--- src/rtl/dec_entry_unit.sv ---
// Decimal-entry front end: debounces three pushbuttons and accumulates MSD-first
// decimal digits into a 16-bit binary value. On enter, the value is offered to the CPU
// with a valid/ack handshake. A BCD echo of the digits drives the HEX displays.
module dec_entry_unit #(
  parameter int unsigned DEBOUNCE_CYCLES = 500000,
  parameter int unsigned MAX_DIGITS      = 4
) (
  input  logic        clk,
  input  logic        rst_n,
  input  logic [3:0]  sw_digit,
  input  logic        key_digit_n,
  input  logic        key_enter_n,
  input  logic        key_clear_n,
  input  logic        rd_ack,
  output logic [15:0] value,
  output logic        valid,
  output logic [15:0] bcd,
  output logic [2:0]  digit_count,
  output logic        err
);

  localparam int unsigned CntW = (DEBOUNCE_CYCLES > 1) ? $clog2(DEBOUNCE_CYCLES) : 1;
  localparam logic [CntW-1:0] CntLast = CntW'(DEBOUNCE_CYCLES - 1);
  localparam logic [2:0] MaxCnt = 3'(MAX_DIGITS);

  typedef enum logic [1:0] {StIdle, StEntry, StReady} state_e;

  // Bit 0 = digit key, bit 1 = enter key, bit 2 = clear key.
  logic [2:0] key_raw;
  logic [2:0] sync1_q, sync2_q, deb_q, press_q, armed_q;
  logic [1:0] fill_q;
  logic [CntW-1:0] cnt_q [3];

  state_e state_q;
  logic [15:0] accum_q;

  assign key_raw = {key_clear_n, key_enter_n, key_digit_n};

  // Key conditioning: 2-flop sync, stability counter, registered press pulse.
  // fill_q marks when sync2_q holds a real post-reset sample; a key is only armed once
  // it has really been seen released, so a key held through reset makes no press.
  always_ff @(posedge clk or negedge rst_n) begin
    if (!rst_n) begin
      sync1_q <= '1;
      sync2_q <= '1;
      deb_q   <= '1;
      press_q <= '0;
      armed_q <= '0;
      fill_q  <= '0;
      for (int i = 0; i < 3; i++) cnt_q[i] <= '0;
    end else begin
      sync1_q <= key_raw;
      sync2_q <= sync1_q;
      fill_q  <= {fill_q[0], 1'b1};
      for (int i = 0; i < 3; i++) begin
        press_q[i] <= 1'b0;
        if (fill_q[1] && sync2_q[i]) armed_q[i] <= 1'b1;
        if (sync2_q[i] != deb_q[i]) begin
          if (cnt_q[i] == CntLast) begin
            deb_q[i]   <= sync2_q[i];
            cnt_q[i]   <= '0;
            // deb_q high here means the accepted change is a 1->0 press
            press_q[i] <= deb_q[i] & armed_q[i];
          end else begin
            cnt_q[i] <= cnt_q[i] + 1'b1;
          end
        end else begin
          cnt_q[i] <= '0;
        end
      end
    end
  end

  // Entry FSM with registered outputs; priority clear > rd_ack > enter > digit.
  always_ff @(posedge clk or negedge rst_n) begin
    if (!rst_n) begin
      state_q     <= StIdle;
      accum_q     <= '0;
      value       <= '0;
      valid       <= 1'b0;
      bcd         <= '0;
      digit_count <= '0;
      err         <= 1'b0;
    end else begin
      err <= 1'b0;
      if (press_q[2]) begin
        state_q     <= StIdle;
        accum_q     <= '0;
        bcd         <= '0;
        digit_count <= '0;
        valid       <= 1'b0;
      end else if (rd_ack && valid) begin
        state_q     <= StIdle;
        accum_q     <= '0;
        bcd         <= '0;
        digit_count <= '0;
        valid       <= 1'b0;
      end else if (press_q[1]) begin
        if (state_q != StReady) begin
          state_q <= StReady;
          value   <= accum_q;
          valid   <= 1'b1;
        end
      end else if (press_q[0]) begin
        if (sw_digit <= 4'd9 && digit_count < MaxCnt && state_q != StReady) begin
          state_q     <= StEntry;
          accum_q     <= accum_q * 16'd10 + {12'd0, sw_digit};
          bcd         <= {bcd[11:0], sw_digit};
          digit_count <= digit_count + 3'd1;
        end else begin
          err <= 1'b1;
        end
      end
    end
  end

endmodule

--- config.mk ---
export PLATFORM = sky130hd
export DESIGN_NAME = dec_entry_unit
export DESIGN_NICKNAME = d
export VERILOG_FILES = /design/src/rtl/dec_entry_unit.sv
export SDC_FILE = /design/constraint.sdc
export NUM_CORES = 1
export LEC_CHECK = 0
export CORE_MARGIN = 8
export CORE_UTILIZATION = 40
export CTS_CLUSTER_DIAMETER = 200
export DETAILED_ROUTE_END_ITERATION = 8
export PLACE_DENSITY = 0.69
export SKIP_CTS_REPAIR_TIMING = 1
export SLEW_MARGIN = 10
export SYNTH_ARGS = -nofsm -noshare
export SYNTH_HDL_FRONTEND = slang
export SYNTH_SLANG_ARGS = --single-unit
--- constraint.sdc ---
create_clock -name clk -period 2.85 [get_ports clk]
set_input_delay 0.7125 -clock clk [delete_from_list [all_inputs] [get_ports clk]]
set_output_delay 0.7125 -clock clk [all_outputs]
set_load 0.02 [all_outputs]
==> impl_metrics.csv, run 1 <==
group,metric,value,unit
run_status,outcome,"finished clean",
job,maxCapViolCount,0,
critical_path,cp-start-kind,"flop",
cts,cts_max_path_buffers,2,
timing,fin_crit_sh,96.4,%
critical_path,crit_end,"accum_q[15]$_DFFE_PN0P_",
die,die-height,143,um
logic_synthesis,ys_ff_latch,128,
critical_path,reg2regPathDepth,10,
critical_path,required,3150,ps
pwr,peakVddDrop,393,uV
place,dp_hpwl,9750,um
drt,drc,0,
logic_synthesis,synth_fp_nets,668,
cts,numClockSinks,128,
timing,clock_skew,7.83,ps
drt,via_per_inst,5.07,
critical_path,path_max_fanout,4,
logic_synthesis,synth-simple-area-share,18.7,%
drt,wirelength,14000,um
place,place_inst,886,
cts,clockRootBuffer,"clkbuf_16",
layout,final_common_cell,"dfrtp_1",
logic_synthesis,synth.distinct_cells,59,
place,port_buffers,46,
die,initial_core_util,40.6,%
place,gp_congestion,0.838,
critical_path,timing.rr.end,"accum_q[15]$_DFFE_PN0P_",
logic_synthesis,synth_compound_area_share,8.28,%
die,dieArea,0.0203,mm^2
timing,setup_viol,0,
logic_synthesis,yosys_warnings,0,
timing,hold_viol,0,
logic_synthesis,synth.area.mux_share,3.50,%
timing,final_period_minus_worst_setup_slack,2750,ps
layout,final_nets,734,
timing,slew_viol_final,0,
critical_path,cp_data_arrival_time,3050,ps
cts,worstSkewPairLatency,420,ps
die,dieWidth,143,um
layout,register_area,0.00321,mm^2
min_path,hp-class,"in -> async",
global_route,grt.overflow.total,0,
logic_synthesis,synth_cells,626,
critical_path,reg2reg_slack,100,ps
layout,layout-drive-gt1-share,13.9,%
layout,antenna_cells,0,
logic_synthesis,synth_top_area_share,46.5,%
timing,worst_pin_slew,642,ps
critical_path,r2r_start,"accum_q[2]$_DFFE_PN0P_",
timing,fin_ws,103,ps
critical_path,path_class,"reg -> reg",
logic_synthesis,synth_xor_xnor_area_share,10.6,%
global_route,grt_pass1_wl,23300,um
drt,avgRoutedWirePerCell,15.2,um
pwr,leakagePower,3.48,nW
timing,max_freq,364,MHz
cts,cts_tree,"yes",
cts,cts_buffers,17,
logic_synthesis,synth_top_family_by_area,"simple AND/OR/NAND/NOR gates",
critical_path,critPathCaptureType,"flop",
place,dp_slack,-52.2,ps
die,io_pins,47,
drt,via_count,4670,
global_route,grt_usage,14.3,%
layout,instances_no_fill,921,
logic_synthesis,synth_area,0.00640,mm^2
layout,syn2layout_area_growth,23.0,%
cts,htreeDepth,4,
timing,relSlewSlack,57.2,%
pwr,powerDensity,526,mW/mm^2
logic_synthesis,netlist_top_cells_area,"dfrtp_1 (46%), ha_1 (5.9%), xor2_1 (5.5%), nor2_1 (5.2%), xnor2_1 (4.9%)",
critical_path,crit_start,"accum_q[2]$_DFFE_PN0P_",
global_route,antenna_found_initial,0,
layout,final_cell_mix,"dfrtp_1 (119), nor2_1 (87), nand2_1 (83)",
drt,ant_nets,0,
die,num_rows,46,
logic_synthesis,synth.avg_cell_area,10.2,um^2
logic_synthesis,ys.flop_type,"dfrtp_1",
cts,cts.clk_slew.worst_paths,60,ps
drt,drt_iter0_drc,295,
logic_synthesis,synth_edf_count,0,
global_route,grt_pass1_vias,4762,
logic_synthesis,seq_area_frac_synth,50.2,%
layout,multiInputGateArea,0.00312,mm^2
drt,first_pass_iters,4,
layout,fill_cells,1429,
logic_synthesis,async_flop_share,100,%
logic_synthesis,synth_fa_ha_area_share,6.49,%
die,core,0.0158,mm^2
logic_synthesis,yosysTopAreaCell,"dfrtp_1",
global_route,grt_max_degree,75,
-- logic make-up (layout without fill, tap and decap cells) --
logic type | Yosys count | count (layout)
and+or+nand+nor | 260 | 260
adders and majority gates | 32 | 32
AOI/OAI and AO/OA | 78 | 78
muxes | 20 | 20
other | 1 | 1
DFF | 128 | 128
xor gates and xnor gates | 77 | 77
buffers and inverters | 30 | 109
-- layer usage --
layer | GRT usage, % | vias up | part of all wire (%)
met5 | 0 | - | 0
met4 | 5.43 | 0 | 1.3
met3 | 3.49 | 19 | 3.6
met2 | 24.6 | 88 | 51
met1 | 17.0 | 2300 | 44
li1 | - | 2263 | -
-- worst max-delay path, cell delays in order (launching register included) --
cell	delay (ps)
dfrtp_1	430
ha_1	240
ha_4	180
fa_2	450
a21oi_2	230
o221ai_2	140
xor2_1	260
nand3_1	150
nor4_2	310
xnor2_1	160
o21ai_1	80
-- synthesized netlist by cell type, drive strengths merged, types with 10 or more instances --
master and number:
a21oi 37, and3 15, clkbuf 12, dfrtp 119
ha 30, inv 10, mux2 19, nand2 83
nand3 31, nor2 88, xnor2 36, xor2 41
-- power breakdown --
group	switching (mW)	internal (mW)	leakage, nW
combinational	0.0630	0.0294	1.48
clock	0.778	1.42	0.277
sequential	0.0141	1.84	1.72
total	0.856	3.29	3.48
-- state kept, by name (all words and copies together) (netlist names) --
register and cells:
cnt_q 57, bcd 16, value 16, accum_q 15, armed_q 3, deb_q 3, digit_count 3, press_q 3
sync1_q 3, sync2_q 3, fill_q 2, state_q 2, err 1, valid 1
-- worst min path at each step --
stage / end / slack (ps) / cells past startpoint
floorplan: fill_q[1]$_DFF_PN0_ / 330 / 0
global placement: fill_q[1]$_DFF_PN0_ / 330 / 0
detailed placement: fill_q[1]$_DFF_PN0_ / 330 / 0
CTS: cnt_q[42]$_DFF_PN0_ / 240 / 1
global route: cnt_q[38]$_DFF_PN0_ / 250 / 1
finish: cnt_q[44]$_DFF_PN0_ / 240 / 1
-- area by class of cell --
type / count / share of cell area [%]
Sequential cell: 128 / 40.8
Multi-Input combinational cell: 468 / 39.5
Timing Repair Buffer: 67 / 8.13
Clock buffer: 24 / 5.99
Tap cell: 216 / 3.43
Clock inverter: 8 / 1.64
Inverter: 10 / 0.476
-- stage by stage --
stage / total power [mW] / TNS [ps] / utilization (%) / hold slack (ps) / cell area [um^2]
3_5_place_dp: 1.98 / -119 / 45.6 / 335 / 7200
3_3_place_gp: 1.97 / 0 / 45.6 / 333 / 7200
4_1_cts: 4.18 / 0 / 49.4 / 244 / 7800
5_1_grt: 4.29 / -2.63 / 50.0 / 253 / 7880
6_report: 4.15 / 0 / 50.0 / 238 / 7880
2_1_floorplan: 1.91 / 0 / - / 331 / 6400
No activity file was read; power rests on OpenSTA's default activity.
==> run 2: changes to the inputs <==
- CORE_UTILIZATION: 40 -> 27
- PLACE_DENSITY: 0.69 -> default
- PLACE_DENSITY_LB_ADDON: default -> 0.1
==> run 2 against run 1 <==
Via count is 2.1% lower. Design area is 2.4% higher. Non-clock buffer count is 2 higher. Sequential share of layout area is 0.96 points lower. First-iteration DRC count is 41% lower. Worst setup slack better by 62 ps. Die area is 42% higher. Worst hold slack worse by 8.1 ps. Utilization is 15 points lower. Final cell count is 11% higher. Critical path type unchanged. Largest power group unchanged.
==> impl_metrics.csv, run 2 (synthesis gave the netlist of run 1 again) <==
group,metric,value,unit
run_status,outcome,"finished clean",
cts,numClockSinks,128,
cts,cts.clk_slew.worst_paths,60,ps
die,initial_core_util,27.4,%
critical_path,slowest_delay,430,ps
timing,clock_skew,10.8,ps
critical_path,crit_family,"adder cells",
timing,relSlewSlack,57.9,%
critical_path,cp_data_arrival_time,2980,ps
layout,final_cell_mix,"dfrtp_1 (119), nor2_1 (86), nand2_1 (83)",
pwr,peakVddDrop,317,uV
critical_path,crit_slowest_cell,"fa_2",
timing,fin_crit_sh,94.2,%
global_route,grt.overflow.total,0,
global_route,grt_usage,10.7,%
drt,drt_iter0_drc,174,
timing,slew_viol_final,0,
die,num_rows,56,
critical_path,critPathCaptureType,"flop",
place,dp_slack,-109,ps
drt,ant_nets,0,
layout,multiInputGateArea,0.00313,mm^2
pwr,pwr-share-clk,53.5,%
drt,via_count,4573,
layout,final_nets,736,
timing,fin_ws,165,ps
layout,largestRegisters,"cnt_q: 57 flops, bcd: 16 flops, value: 16 flops",
pwr,p_sw_share,21.2,%
global_route,grt_pass1_wl,24500,um
drt,via_per_inst,4.46,
place,gp_congestion,0.789,
min_path,hp-class,"in -> async",
layout,largest_reg_flops,57,
job,maxCapViolCount,0,
timing,hold_viol,0,
pwr,totalPowerFinal,4.19,mW
timing,setup_viol,0,
global_route,antenna_found_initial,0,
cts,htreeDepth,4,
critical_path,r2r_start,"accum_q[1]$_DFFE_PN0P_",
critical_path,cp-start-kind,"flop",
pwr,seqPwrFrac,44.2,%
layout,register_area,0.00321,mm^2
timing,max_freq,372,MHz
layout,largest_register,"cnt_q",
layout,final_common_cell,"dfrtp_1",
die,die-height,170,um
die,dieWidth,170,um
die,core,0.0234,mm^2
critical_path,path_max_fanout,3,
critical_path,cp_cell_sequence,"ha_1 -> ha_2 -> fa_2 -> a211oi_4 -> buf_4 -> o21bai_4 -> a21oi_4 -> xor2_2 -> nor4_2 -> xnor2_1 -> o21ai_1",
drt,drc,0,
critical_path,reg2reg_slack,170,ps
timing,rsz0062_at_grt,"false",
pwr,internal_power,3.30,mW
drt,wirelength,14500,um
cts,cts_tree,"yes",
critical_path,required,3150,ps
place,port_buffers,46,
die,io_pins,47,
cts,clockRootBuffer,"clkbuf_16",
pwr,powerDensity,519,mW/mm^2
global_route,grt_pass1_vias,4754,
global_route,grt_max_degree,51,
critical_path,timing.rr.end,"accum_q[15]$_DFFE_PN0P_",
critical_path,path_class,"reg -> reg",
layout,antenna_cells,0,
place,dp_hpwl,10200,um
layout,fill_cells,2418,
timing,worst_pin_slew,631,ps
pwr,comb_power_share,2.3,%
drt,avgRoutedWirePerCell,14.2,um
pwr,leakagePower,3.53,nW
layout,layout-drive-gt1-share,15.4,%
pwr,p_sw,887,uW
layout,utilization,34.5,%
critical_path,reg2regPathDepth,11,
die,dieArea,0.0289,mm^2
cts,cts_max_path_buffers,2,
drt,first_pass_iters,5,
cts,worstSkewPairLatency,410,ps
timing,final_period_minus_worst_setup_slack,2680,ps
layout,syn2layout_area_growth,26.0,%
critical_path,path_buf_inv,1,
cts,cts_buffers,17,
-- run 2: changes by cell type in the layout (fill, tap and decap cells not counted), moves of 2 or more --
cell	previous run	this run
clkbuf_8	2	6
clkbuf_1	5	2
ha_2	0	2
ha_4	3	0
clkinvlp_4	4	2
-- run 2: cell type report --
cell class	instances	share of cell area, %
Clock buffer	25	6.39
Inverter	10	0.465
Multi-Input combinational cell	468	38.8
Sequential cell	128	39.8
Timing Repair Buffer	69	8.33
Tap cell	319	4.95
Clock inverter	7	1.21
-- run 2: power by group through the flow --
stage	logic [mW]	clock network, mW	registers (mW)
2_1_floorplan	0.0321	0	1.88
3_3_place_gp	0.0980	0	1.88
3_5_place_dp	0.101	0	1.88
4_1_cts	0.102	2.32	1.85
5_1_grt	0.113	2.40	1.85
6_report	0.0952	2.24	1.85
-- run 2: per-layer routing --
metal / GRT usage [%] / wire (um) / up-vias
met5: 0 / 0 / -
met1: 13.4 / 6950 / 2235
met2: 17.6 / 7010 / 58
li1: - / - / 2268
met4: 3.05 / 138 / 0
met3: 3.20 / 426 / 12
-- run 2: per-stage QoR --
step / cells / instance area (um^2) / setup TNS [ps] / hold slack (ps)
3_3_place_gp: 991 / 7360 / -112 / 336
2_1_floorplan: 626 / 6400 / 0 / 331
6_report: 1026 / 8070 / 0 / 230
4_1_cts: 1023 / 7970 / 0 / 238
5_1_grt: 1026 / 8070 / 0 / 247
3_5_place_dp: 991 / 7360 / -307 / 337
-- run 2: worst max-delay path by stage --
stage / start / to / slack [ps] / cells after the start
6_report: accum_q[1]$_DFFE_PN0P_ / accum_q[15]$_DFFE_PN0P_ / 170 / 11
3_3_place_gp: sw_digit[1] / accum_q[13]$_DFFE_PN0P_ / -60 / 10
3_5_place_dp: sw_digit[1] / accum_q[13]$_DFFE_PN0P_ / -110 / 10
4_1_cts: accum_q[1]$_DFFE_PN0P_ / accum_q[12]$_DFFE_PN0P_ / 20 / 9
2_1_floorplan: accum_q[1]$_DFFE_PN0P_ / accum_q[12]$_DFFE_PN0P_ / 170 / 10
5_1_grt: accum_q[3]$_DFFE_PN0P_ / accum_q[14]$_DFFE_PN0P_ / 8 / 10
-- run 2: worst register-to-register path: cells and delay by family (launching register included) --
kind                     cells  cell delay (ps)
AND/OR/NAND/NOR              1              250
adder cells (fa/ha/maj)      3              930
flip-flops                   1              380
buffers and inverters        1              160
XOR/XNOR                     2              260
AO/OA/AOI/OAI                4              590
==> run 3: changes to the inputs <==
- CORE_MARGIN: 8 -> 2
- CTS_CLUSTER_DIAMETER: 200 -> default
- PLACE_DENSITY: default -> 0.49
- PLACE_DENSITY_LB_ADDON: 0.1 -> default
==> run 3 against run 2 <==
Final cell count hardly changed. Register-to-register slack barely moved. Routed wire length shrank 4.8%. Total power rose by 2.7%. Combinational power grew 2%. Clock power is 5% higher. Fmax about the same. Sequential power barely moved. Global-route usage increased by 1.3 points. Critical path depth shrank 1.
==> impl_metrics.csv, run 3 (synthesis gave the netlist of run 1 again) <==
group,metric,value,unit
timing,setup_viol,0,
critical_path,crit_family,"adder cells",
place,dp_slack,-74.6,ps
die,initial_core_util,27.4,%
pwr,peakVddDrop,322,uV
die,num_rows,56,
global_route,grt_usage,12.0,%
layout,largest_reg_flops,57,
place,place_inst,992,
drt,drc,0,
die,core,0.0234,mm^2
cts,cts_tree,"yes",
layout,syn2layout_area_growth,25.9,%
timing,final_period_minus_worst_setup_slack,2690,ps
place,port_buffers,46,
critical_path,crit_top_cell,"ha_4",
die,dieArea,0.0250,mm^2
die,die-height,158,um
layout,final_cell_mix,"dfrtp_1 (119), nor2_1 (87), nand2_1 (83)",
timing,fin_ws,164,ps
timing,worst_pin_slew,640,ps
pwr,leakagePower,3.53,nW
min_path,hp-class,"in -> async",
timing,clock_skew,9.24,ps
cts,worstSkewPairLatency,420,ps
drt,ant_nets,0,
critical_path,crit_slowest_cell,"fa_2",
cts,cts_buffers,17,
critical_path,critPathCaptureType,"flop",
global_route,grt.overflow.total,0,
layout,largest_register,"cnt_q",
layout,layout-drive-gt1-share,15.1,%
layout,final_common_cell,"dfrtp_1",
timing,relSlewSlack,57.2,%
global_route,grt_pass1_wl,23300,um
die,io_pins,47,
timing,max_freq,372,MHz
critical_path,cp_data_arrival_time,2990,ps
critical_path,cp_cell_sequence,"ha_4 -> ha_4 -> fa_2 -> a211oi_4 -> nor2_1 -> nor3_2 -> nand4_1 -> nor4_2 -> xnor2_1 -> o21ai_1",
timing,hold_viol,0,
run_status,outcome,"finished clean",
layout,instances_no_fill,1027,
critical_path,path_buf_inv,0,
drt,via_count,4508,
global_route,antenna_found_initial,0,
timing,slew_viol_final,0,
drt,avgRoutedWirePerCell,13.5,um
pwr,powerDensity,533,mW/mm^2
global_route,grt_max_degree,56,
drt,first_pass_iters,4,
job,maxCapViolCount,0,
critical_path,path_class,"reg -> reg",
place,dp_hpwl,9370,um
global_route,grt_pass1_vias,4546,
critical_path,required,3150,ps
drt,wirelength,13800,um
cts,htreeDepth,4,
cts,cts.clk_slew.worst_paths,60,ps
timing,fin_crit_sh,94.2,%
die,dieWidth,158,um
layout,fill_cells,2414,
critical_path,cp-start-kind,"flop",
cts,numClockSinks,128,
layout,final_nets,737,
place,gp_congestion,0.763,
cts,clockRootBuffer,"clkbuf_16",
layout,largestRegisters,"cnt_q: 57 flops, bcd: 16 flops, value: 16 flops",
drt,via_per_inst,4.39,
cts,cts_max_path_buffers,2,
critical_path,path_max_fanout,3,
layout,antenna_cells,0,
drt,drt_iter0_drc,181,
critical_path,slowest_delay,460,ps
## run 3: cell count changes in the layout (fill, tap and decap cells not counted), moves of 2 or more
cell,before,now
clkbuf_8,6,0
clkinv_4,1,3
buf_4,20,22
ha_4,0,2
bufinv_16,2,4
clkbuf_1,2,0
ha_1,28,26
inv_6,1,4
## run 3: path summary, 6_finish.rpt
check,from,end,slack (ps),cells after the start
setup / recovery,accum_q[1]$_DFFE_PN0P_,accum_q[15]$_DFFE_PN0P_,160,10
setup reg to reg,accum_q[1]$_DFFE_PN0P_,accum_q[15]$_DFFE_PN0P_,160,10
max in group asynchronous,rst_n,deb_q[2]$_DFFE_PN1P_,1840,2
min in group clk,fill_q[0]$_DFF_PN0_,fill_q[1]$_DFF_PN0_,360,0
hold reg to reg,fill_q[0]$_DFF_PN0_,fill_q[1]$_DFF_PN0_,360,0
hold / removal,rst_n,cnt_q[13]$_DFF_PN0_,280,1
## run 3: through the flow
step / util, % / setup TNS [ps] / hold slack (ps) / power (mW) / instance area (um^2)
after floorplan: - / 0 / 331 / 1.91 / 6400
after global placement: 31.4 / -77.8 / 332 / 1.99 / 7350
after detailed placement: 31.4 / -179 / 344 / 1.99 / 7350
after CTS: 34.1 / 0 / 294 / 4.37 / 7980
after global routing: 34.5 / -36.8 / 309 / 4.47 / 8070
final: 34.5 / 0 / 278 / 4.30 / 8070
## run 3: worst reg2reg max path, stage by stage (launching register included)
cell      delay, ps
dfrtp_1         420
ha_4            260
ha_4            160
fa_2            460
a211oi_4        250
nor2_1          100
nor3_2          260
nand4_1         130
nor4_2          320
xnor2_1         150
o21ai_1          70
## run 3: per-layer routing
layer,track usage (%),routed length [um],vias to the layer above
met4,4.33,218,0
met1,16.2,6740,2170
met2,18.5,6430,50
li1,-,-,2274
met5,0,0,-
met3,3.09,429,14
## run 3: final cells by class
class                           count  area (um^2)  area share [%]
Clock buffer                       17          425            5.27
Clock inverter                     15          206            2.56
Inverter                           10         37.5           0.465
Multi-Input combinational cell    468         3120            38.6
Sequential cell                   128         3210            39.8
Tap cell                          319          399            4.95
Timing Repair Buffer               70          667            8.27
## run 3: power by group
group | total (mW) | leakage, nW | switching, mW | internal [mW]
Clock | 2.35 | 0.305 | 0.876 | 1.47
Combinational | 0.0969 | 1.50 | 0.0650 | 0.0319
Sequential | 1.85 | 1.72 | 0.0143 | 1.84
Total | 4.30 | 3.53 | 0.955 | 3.34
==> RTL edit (settings of run 2) <==
Register the inputs `sw_digit`, `key_digit_n`, `key_enter_n` and `key_clear_n` before use, with the module's reset. The logic sees them one clock later. The other inputs are not delayed to match.
--- a/src/rtl/dec_entry_unit.sv
+++ b/src/rtl/dec_entry_unit.sv
@@ -27,2 +27,21 @@
 
+  logic [3:0] sw_digit_q;
+  logic key_digit_n_q;
+  logic key_enter_n_q;
+  logic key_clear_n_q;
+
+  always_ff @(posedge clk or negedge rst_n) begin
+    if (!rst_n) begin
+      sw_digit_q    <= '0;
+      key_digit_n_q <= '0;
+      key_enter_n_q <= '0;
+      key_clear_n_q <= '0;
+    end else begin
+      sw_digit_q    <= sw_digit;
+      key_digit_n_q <= key_digit_n;
+      key_enter_n_q <= key_enter_n;
+      key_clear_n_q <= key_clear_n;
+    end
+  end
+
   // Bit 0 = digit key, bit 1 = enter key, bit 2 = clear key.
@@ -36,3 +55,3 @@
 
-  assign key_raw = {key_clear_n, key_enter_n, key_digit_n};
+  assign key_raw = {key_clear_n_q, key_enter_n_q, key_digit_n_q};
 
@@ -104,6 +123,6 @@
       end else if (press_q[0]) begin
-        if (sw_digit <= 4'd9 && digit_count < MaxCnt && state_q != StReady) begin
+        if (sw_digit_q <= 4'd9 && digit_count < MaxCnt && state_q != StReady) begin
           state_q     <= StEntry;
-          accum_q     <= accum_q * 16'd10 + {12'd0, sw_digit};
-          bcd         <= {bcd[11:0], sw_digit};
+          accum_q     <= accum_q * 16'd10 + {12'd0, sw_digit_q};
+          bcd         <= {bcd[11:0], sw_digit_q};
           digit_count <= digit_count + 3'd1;
Function: same outputs for any inputs over 10 cycles, from zero or initial values and one cycle with rst_n low; that may be too few to reach the edited logic, so the function may still have changed.
==> RTL edit against run 2 <==
Area after synthesis increased by 1.8%; final cell count increased by 0.78%; worst hold slack improved by 0.035 ns; design area increased by 1.5%; power increased by 7.2%; routed wire length increased by 3.3%; sequential cell count increased by 7; global-route usage increased by 0.31 points; setup slack got worse by 0.11 ns; critical endpoint unchanged.
==> RTL edit: results (changes against run 2) <==
Drt
  – Met2 routed WL: 7160 um (+2.1%)
  – Drt wl/cell: 14.5 um (+2.5%)
  – Detail Route met3 WL: 516 um (+21%)
  – Top routing layer in use: met4
  – Vias per cell: 4.55 (+2.1%)
  – Drt initial violations: 223 (+28%)
  – M1 wire length: 7090 um (+2.1%)
  – DR pass1 iterations: 4 (-1)

Global routing
  – M2 GR Usage: 0.176 (+0.000333)
  – Global-route usage over all layers: 0.110 (+0.00305)
  – Number of antenna violations at the first check in global routing: 0 (unchanged)
  – Routing usage on met3: 0.0301 (-0.00191)
  – First-pass GRT wire length: 25500 um (+3.9%)
  – Vias in the first global route: 5016 (+5.5%)
  – Met1 GRT Util: 0.140 (+0.00560)
  – Largest net degree at the start of global routing: 60 (+18%)

Logic synthesis
  – Mapped Nets: 673 (+0.75%)
  – Post-synth top cells: dfrtp_1, nor2_1, nand2_1, xor2_1, nand3_1
  – Seq/Total Area, Yosys: 0.520 (+0.0182)
  – Top cells by area, synth: dfrtp_1, xor2_1, ha_1
  – Number of library cell types mapped by synthesis: 52 (-12%)
  – Synth warn: 0 (unchanged)

STA
  – Worst Skew: 0.00967 ns (-0.00117 ns)
  – Hold_ws: 0.265 ns (+0.0347 ns)
  – Relative max-transition margin: 0.567 (-0.0118)

Run status
  – Status: complete, no violations

Placement
  – GP Congestion: 0.769 (-2.6%)
  – Post-DP HPWL: 10400 um (+2.3%)
  – Buffers on Ports: 46 (unchanged)

Power
  – Static Leak: 0.00357 uW (+0.99%)
  – VDD IR max: 307 uV (-3.0%)

CTS
  – Worst-path clk slew: 0.06 ns (about the same)

Critical path
  – Crit path capture: accum_q[15]
  – Critical Path AT: 3.13 ns (+0.15 ns)
  – Worst reg2reg path depth: 10 (-1)
  – Setup slack, reg-to-reg: 0.06 ns (-0.11 ns)
  – CP Max Fanout: 3 (unchanged)

Final layout
  – Final-stage net count: 739 (+0.41%)
  – Share of layout cells above drive strength 1: 0.130 (-0.0246)

Worst hold path
  – Hold WC Path Type: input pin to async pin
-- RTL edit: stage by stage --
| step | instances | cell area, um^2 | setup slack [ns] | setup TNS (ns) |
|---|---|---|---|---|
| 6_report | 1034 | 8190 | 0.0552 | 0 |
| 5_1_grt | 1034 | 8190 | -0.0797 | -0.159 |
| 4_1_cts | 1031 | 8110 | -0.0532 | -0.129 |
| 3_5_place_dp | 999 | 7470 | -0.0305 | -0.0831 |
| 3_3_place_gp | 999 | 7470 | -0.0117 | -0.0117 |
| 2_1_floorplan | 631 | 6530 | 0.0242 | 0 |
-- RTL edit: worst max-delay path, cell delays in order (launching register included) --
cell and delay, ns:
dfrtp_1 0.38, ha_1 0.31, ha_2 0.19, fa_2 0.36, a21o_1 0.23, a221oi_4 0.34, xnor2_2 0.16, and3_4 0.21
nand3_2 0.07, or3_1 0.31, o211ai_1 0.15
-- RTL edit: where the power goes --
| part | switching (uW) | internal (uW) |
|---|---|---|
| clock network | 886 | 1520 |
| logic | 78.2 | 41.1 |
| registers | 18.6 | 1940 |
-- RTL edit: cell families (layout without fill, tap and decap cells) --
| family | count (synthesis) | in the layout | synth area share |
|---|---|---|---|
| multiplexers | 21 | 21 | 0.0359 |
| other | 1 | 1 | 0.000575 |
| AND/OR/NAND/NOR | 265 | 265 | 0.191 |
| flip-flops | 135 | 135 | 0.520 |
| buffers and inverters | 27 | 106 | 0.0167 |
| XOR/XNOR | 74 | 74 | 0.101 |
| AO/OA/AOI/OAI | 76 | 76 | 0.0712 |
| adder cells (fa/ha/maj) | 32 | 32 | 0.0637 |
-- RTL edit: area by class of cell --
type	instances	area [um^2]
fillers	2459	15800
flip-flops and latches	135	3390
multi-input cells	469	3080
repair buffers	65	629
clock buffers	19	453
well taps	324	405
clock inverters	13	194
inverters	9	33.8
